$ cat src/rtl/univ_shift_reg_pkg.sv
// Shared mode encodings and FSM state type for the universal shift register.
// Used by univ_shift_reg, usr_cell and the interface users.
package univ_shift_reg_pkg;

  localparam logic [1:0] MODE_HOLD = 2'b00;
  localparam logic [1:0] MODE_SHR  = 2'b01;
  localparam logic [1:0] MODE_SHL  = 2'b10;
  localparam logic [1:0] MODE_LOAD = 2'b11;

  typedef enum logic [1:0] {
    IDLE  = 2'd0,
    SHIFT = 2'd1,
    DONE  = 2'd2
  } state_t;

  function automatic logic is_shift(
    input logic [1:0] m
  );
    return (m == MODE_SHR) || (m == MODE_SHL);
  endfunction

endpackage

$ cat src/rtl/univ_shift_reg_if.sv
// Control/data bundle of the universal shift register.
// master drives controls and data, slave is the register.
interface univ_shift_reg_if #(
  parameter int WIDTH = 8,
  parameter int CNT_W = 4
);

  logic             en;
  logic [1:0]       mode;
  logic [WIDTH-1:0] d;
  logic             sin_r;
  logic             sin_l;
  logic             rot;
  logic             start;
  logic [CNT_W-1:0] cnt;
  logic [WIDTH-1:0] q;
  logic [WIDTH-1:0] qb;
  logic             sout;
  logic             busy;
  logic             done;

  modport master (
    output en, mode, d, sin_r, sin_l,
    output rot, start, cnt,
    input  q, qb, sout, busy, done
  );

  modport slave (
    input  en, mode, d, sin_r, sin_l,
    input  rot, start, cnt,
    output q, qb, sout, busy, done
  );

endinterface

$ cat src/rtl/usr_cell.sv
// One bit of the universal shift register: 4:1 mux feeding a flop.
// i_hi is the bit entering on a right shift, i_lo on a left shift.
module usr_cell
  import univ_shift_reg_pkg::*;
#(
  parameter logic RST_BIT = 1'b0
) (
  input  logic       clk,
  input  logic       rst,
  input  logic [1:0] i_op,
  input  logic       i_hi,
  input  logic       i_lo,
  input  logic       i_d,
  output logic       o_q
);

  logic r_q;

  always_ff @(posedge clk) begin
    if (rst) begin
      r_q <= RST_BIT;
    end else begin
      case (i_op)
        MODE_HOLD: r_q <= r_q;
        MODE_SHR:  r_q <= i_hi;
        MODE_SHL:  r_q <= i_lo;
        default:   r_q <= i_d;
      endcase
    end
  end

  assign o_q = r_q;

endmodule

$ cat src/rtl/univ_shift_reg.sv
// Universal shift register with single-step and burst shifting.
// Define USR_ROTATE_EN to let rot turn shifts into rotates.
module univ_shift_reg
  import univ_shift_reg_pkg::*;
#(
  parameter int               WIDTH   = 8,
  parameter int               CNT_W   = 4,
  parameter logic [WIDTH-1:0] RST_VAL = '0
) (
  input logic              clk,
  input logic              rst,
  univ_shift_reg_if.slave  sr
);

  state_t           r_st;
  state_t           w_nxt;
  logic [CNT_W-1:0] r_cnt;
  logic [1:0]       r_mode;
  logic             r_sout;
  logic [1:0]       w_op;
  logic             w_go;
  logic             w_rot;
  logic             w_sr;
  logic             w_sl;
  logic [WIDTH-1:0] w_q;
  logic [WIDTH-1:0] w_hi;
  logic [WIDTH-1:0] w_lo;

  assign w_go = (r_st == IDLE) && sr.start &&
                (sr.cnt != '0) && is_shift(sr.mode);

  always_comb begin
    w_nxt = r_st;
    w_op  = MODE_HOLD;
    unique case (r_st)
      IDLE: begin
        if (w_go)       w_nxt = SHIFT;
        else if (sr.en) w_op  = sr.mode;
      end
      SHIFT: begin
        w_op = r_mode;
        if (r_cnt <= CNT_W'(1)) w_nxt = DONE;
      end
      DONE: begin
        w_nxt = IDLE;
        if (sr.en) w_op = sr.mode;
      end
      default: w_nxt = IDLE;
    endcase
  end

`ifdef USR_ROTATE_EN
  logic r_rot;

  assign w_rot = (r_st == SHIFT) ? r_rot : sr.rot;

  always_ff @(posedge clk) begin
    if (rst)       r_rot <= 1'b0;
    else if (w_go) r_rot <= sr.rot;
  end
`else
  logic w_unused_rot;

  assign w_rot        = 1'b0;
  assign w_unused_rot = sr.rot;
`endif

  always_ff @(posedge clk) begin
    if (rst) begin
      r_st   <= IDLE;
      r_cnt  <= '0;
      r_mode <= MODE_HOLD;
      r_sout <= 1'b0;
    end else begin
      r_st <= w_nxt;
      if (w_go) begin
        r_cnt  <= sr.cnt;
        r_mode <= sr.mode;
      end else if (r_st == SHIFT) begin
        r_cnt  <= r_cnt - CNT_W'(1);
      end
      if (w_op == MODE_SHR)      r_sout <= w_q[0];
      else if (w_op == MODE_SHL) r_sout <= w_q[WIDTH-1];
    end
  end

  // Serial entry bits; a rotate feeds back the bit leaving the far end.
  assign w_sr = w_rot ? w_q[0]       : sr.sin_r;
  assign w_sl = w_rot ? w_q[WIDTH-1] : sr.sin_l;
  assign w_hi = {w_sr, w_q[WIDTH-1:1]};
  assign w_lo = {w_q[WIDTH-2:0], w_sl};

  for (genvar i = 0; i < WIDTH; i++) begin : g_cell
    usr_cell #(
      .RST_BIT (RST_VAL[i])
    ) u_cell (
      .clk  (clk),
      .rst  (rst),
      .i_op (w_op),
      .i_hi (w_hi[i]),
      .i_lo (w_lo[i]),
      .i_d  (sr.d[i]),
      .o_q  (w_q[i])
    );
  end

  assign sr.q    = w_q;
  assign sr.qb   = ~w_q;
  assign sr.sout = r_sout;
  assign sr.busy = (r_st == SHIFT);
  assign sr.done = (r_st == DONE);

endmodule

$ cat src/flat_wrapper.sv
// flat-port wrapper written by rule: the top's interface ports become plain ports
module univ_shift_reg_flat import univ_shift_reg_pkg::*;
#(
  parameter int               WIDTH   = 8,
  parameter int               CNT_W   = 4,
  parameter logic [WIDTH-1:0] RST_VAL = '0
)
  (clk, rst, sr_en, sr_mode, sr_d, sr_sin_r, sr_sin_l, sr_rot, sr_start, sr_cnt, sr_q, sr_qb, sr_sout, sr_busy, sr_done);
  univ_shift_reg_if #(.WIDTH(WIDTH), .CNT_W(CNT_W)) sr_i ();
  input logic clk;
  input logic rst;
  input wire logic [$bits(sr_i.en)-1:0] sr_en;
  input wire logic [$bits(sr_i.mode)-1:0] sr_mode;
  input wire logic [$bits(sr_i.d)-1:0] sr_d;
  input wire logic [$bits(sr_i.sin_r)-1:0] sr_sin_r;
  input wire logic [$bits(sr_i.sin_l)-1:0] sr_sin_l;
  input wire logic [$bits(sr_i.rot)-1:0] sr_rot;
  input wire logic [$bits(sr_i.start)-1:0] sr_start;
  input wire logic [$bits(sr_i.cnt)-1:0] sr_cnt;
  output wire logic [$bits(sr_i.q)-1:0] sr_q;
  output wire logic [$bits(sr_i.qb)-1:0] sr_qb;
  output wire logic [$bits(sr_i.sout)-1:0] sr_sout;
  output wire logic [$bits(sr_i.busy)-1:0] sr_busy;
  output wire logic [$bits(sr_i.done)-1:0] sr_done;
  assign sr_i.en = sr_en;
  assign sr_i.mode = sr_mode;
  assign sr_i.d = sr_d;
  assign sr_i.sin_r = sr_sin_r;
  assign sr_i.sin_l = sr_sin_l;
  assign sr_i.rot = sr_rot;
  assign sr_i.start = sr_start;
  assign sr_i.cnt = sr_cnt;
  assign sr_q = sr_i.q;
  assign sr_qb = sr_i.qb;
  assign sr_sout = sr_i.sout;
  assign sr_busy = sr_i.busy;
  assign sr_done = sr_i.done;
  univ_shift_reg #(.WIDTH(WIDTH), .CNT_W(CNT_W), .RST_VAL(RST_VAL)) u_core (.clk(clk), .rst(rst), .sr(sr_i));
endmodule
$ cat config.mk
export PLATFORM = sky130hd
export DESIGN_NAME = univ_shift_reg_flat
export DESIGN_NICKNAME = d
export VERILOG_FILES = /design/src/rtl/univ_shift_reg_pkg.sv /design/src/rtl/univ_shift_reg_if.sv /design/src/rtl/usr_cell.sv /design/src/rtl/univ_shift_reg.sv /design/src/flat_wrapper.sv
export SDC_FILE = /design/constraint.sdc
export NUM_CORES = 1
export LEC_CHECK = 0
export ABC_AREA = 1
export CORE_MARGIN = 2
export CORE_UTILIZATION = 35
export CTS_CLUSTER_DIAMETER = 100
export DETAILED_ROUTE_END_ITERATION = 10
export PLACE_DENSITY = 0.68
export SLEW_MARGIN = 30
export SYNTH_ARGS = -nofsm -noshare
export SYNTH_HDL_FRONTEND = slang
export SYNTH_SLANG_ARGS = --single-unit
$ cat constraint.sdc
create_clock -name clk -period 1.9 [get_ports clk]
set_input_delay 0.475 -clock clk [delete_from_list [all_inputs] [get_ports clk]]
set_output_delay 0.475 -clock clk [all_outputs]
set_load 0.005 [all_outputs]
==> run_results.csv <==
group,metric,value,unit
place,port_buffers,38,
worst_setup_path,startpoint_type,"register",
logic_synthesis,syn_nets,184,
detailed_routing,vias,1220,
detailed_routing,wl,3020,µm
pwr,peakVddDrop,0.000455,V
floorplan,fp.dieW,60.1,µm
timing,post-route-period-util,96.4,%
detailed_routing,drt_iter0_drc,40,
timing,rsz0062_at_grt,"no",
floorplan,initial_core_util,36.4,%
place,place_area,1590,µm²
floorplan,fp-row-count,20,
worst_setup_path,critPathKind,"reg2out",
cts,clkLatencyLatePin,0.31,ns
cells_and_area,final_area,1700,µm²
logic_synthesis,synth-seq-cells,17,
timing,finalCriticalPeriod,1.83,ns
worst_setup_path,arrival,1.36,ns
timing,slew_headroom,83.0,%
cts,cts_made_buffers,3,
logic_synthesis,seq_area_frac_synth,30.9,%
cells_and_area,nets,237,
floorplan,die-area,3610,µm²
logic_synthesis,yosys_warnings,0,
worst_setup_path,critPathMaxFanout,3,
cts,clock-sinks,17,
pwr,p_per_area,663,nW/µm²
cells_and_area,drive_gt1_share,23.3,%
pwr,power_leakage,0.735,nW
pwr,p_int,0.740,mW
detailed_routing,wl_per_cell,11.9,µm
pwr,p_seq_share,38.3,%
global_routing,grt_max_degree,11,
cells_and_area,n_antenna_cell,0,
worst_hold_path,hold_path.class,"reg2reg",
outcome,outcome,"complete, no violations",
detailed_routing,viasPerCell,4.80,
cells_and_area,final_cell_mix,"29 x clkdlybuf4s50_1, 22 x nand2_1, 18 x inv_1, 18 x buf_4, 15 x dfxtp_1",
pwr,swShare,34.4,%
global_routing,grt_pass1_wl,4970,µm
timing,worst_pin_slew,0.255,ns
global_routing,grt_antenna_before_repair,0,
place,place_congestion,0.826,
timing,maxSlewViolCount,0,
cells_and_area,syn2layout_area_growth,54.5,%
logic_synthesis,syn_avg_cell_area,6.98,µm²
floorplan,die_h,60.1,µm
global_routing,grtUsageTotal,18.2,%
worst_setup_path,critPathCaptureType,"output pin",
cts,htree_levels,1,
logic_synthesis,syn_area,1100,µm²
timing,setup_viol,0,
cells_and_area,layout_commonest_cell,"clkdlybuf4s50_1",
place,dp_hpwl,2360,µm
floorplan,core_area,3030,µm²
floorplan,pin_count,40,
cts,hold_buffers,0,
logic_synthesis,ys_types,26,
logic_synthesis,synth_cells,158,
global_routing,grt.overflow.total,0,
pwr,comb_power_share,43.6,%
detailed_routing,drc,0,
detailed_routing,antenna_left,0,
cts,clkSlewWorstSetupHoldPaths,0.10,ns
timing,final-hold-violation-count,0,
cts,clock-root-buffer,"clkbuf_4",
timing,max_freq,0.546,GHz
cells_and_area,utilization,56.2,%
timing,clock_skew,0.00708,ns
pwr,pwr-share-clk,18.1,%
job,cap_viol_max_count,0,
pwr,p_sw,0.389,mW
worst_setup_path,cp_data_required_time,1.42,ns
global_routing,grt_pass1_vias,1178,
cts,tritoncts,"built",
detailed_routing,dr.pass1.iters,4,
cts,cts_max_path_buffers,2,
[final timing paths]
check	from	endpoint	slack [ns]	depth (start not counted)
max	u_core.r_st[1]	sr_done	0.07	3
min	u_core.r_mode[1]	u_core.r_mode[1]	0.48	2
max reg2reg	u_core.r_st[0]	u_core.g_cell[0].u_cell.o_q	0.16	11
min reg2reg	u_core.r_mode[1]	u_core.r_mode[1]	0.48	2
[cell usage after synthesis]
cell / n / area [µm²]
nand3_4: 1 / 17.5
nor2_1: 13 / 48.8
nand2_4: 1 / 11.3
inv_1: 24 / 90.1
buf_4: 8 / 60.1
or2_0: 1 / 6.26
o211ai_1: 3 / 22.5
nand3_1: 2 / 10.0
inv_2: 2 / 7.51
nand4_1: 7 / 43.8
nor3_1: 1 / 5.00
nand2_2: 2 / 12.5
buf_1: 1 / 3.75
nor2_4: 1 / 11.3
dfxtp_1: 17 / 340
a21oi_1: 12 / 60.1
nand2_1: 25 / 93.8
ha_1: 5 / 62.6
a32oi_1: 2 / 17.5
nor2_8: 1 / 20.0
inv_4: 1 / 6.26
a31oi_1: 4 / 25.0
clkbuf_1: 2 / 7.51
o21ai_0: 17 / 85.1
o22ai_1: 4 / 25.0
xor2_1: 1 / 8.76
[cells by family after synthesis]
| family | share of synthesized area [%] |
|---|---|
| AO/OA/AOI/OAI | 21.3 |
| buffers and inverters | 15.9 |
| AND/OR/NAND/NOR | 25.4 |
| XOR/XNOR | 0.795 |
| flip-flops | 30.9 |
| adder cells (fa/ha/maj) | 5.68 |
[worst max-delay path: stages, from the launching register on]
cell and delay (ns):
dfxtp_2 0.37, inv_2 0.07, nor2_4 0.10, clkdlybuf4s50_1 0.51
[metal layers]
metal / track usage [%] / vias up / wire length (µm)
met5: 0 / - / 0
met4: 7.62 / 0 / 72
met3: 4.76 / 6 / 136
met2: 31.4 / 35 / 1500
met1: 21.2 / 551 / 1310
li1: - / 628 / -
[flip-flops by register name (all words and copies together) (netlist names)]
name and cells:
u_core.g_cell.u_cell.o_q 8, u_core.sr.sout 1, u_core.r_st 2, u_core.r_mode 2
u_core.r_cnt 4
[stage by stage]
| step | TNS, ns | setup WS, ns | instances | total power, mW | hold WS (ns) |
|---|---|---|---|---|---|
| 5_1_grt | 0 | 0.0142 | 254 | 1.22 | 0.498 |
| 4_1_cts | 0 | 0.0487 | 254 | 1.11 | 0.478 |
| 3_5_place_dp | -4.58 | -0.558 | 245 | 0.888 | 0.462 |
| 3_3_place_gp | -3.79 | -0.481 | 245 | 0.875 | 0.458 |
| 2_1_floorplan | 0 | 0.0169 | 158 | 0.678 | 0.441 |
| 6_report | 0 | 0.0675 | 254 | 1.13 | 0.482 |
[what timing repair did]
action	in CTS	in global routing
pin swaps	10	3
gates resized for setup	25	9
cloned	1	0
setup endpoints to repair	11	9
buffers inserted	4	0
[layout make-up]
class,instances,area (µm²)
Clock buffer,3,22.5
Sequential cell,17,343
Tap cell,44,55.1
Fill cell,284,1330
Timing Repair Buffer,59,536
Clock inverter,1,5.00
Inverter,27,106
Multi-Input combinational cell,103,636
[power by group through the flow]
stage / Combinational (mW) / Clock (mW) / Sequential, mW
final: 0.493 / 0.204 / 0.432
after global routing: 0.550 / 0.228 / 0.438
after global placement: 0.439 / 0 / 0.436
after CTS: 0.484 / 0.200 / 0.431
after detailed placement: 0.450 / 0 / 0.438
after floorplan: 0.249 / 0 / 0.429
Power figures use the tool's default switching activity.
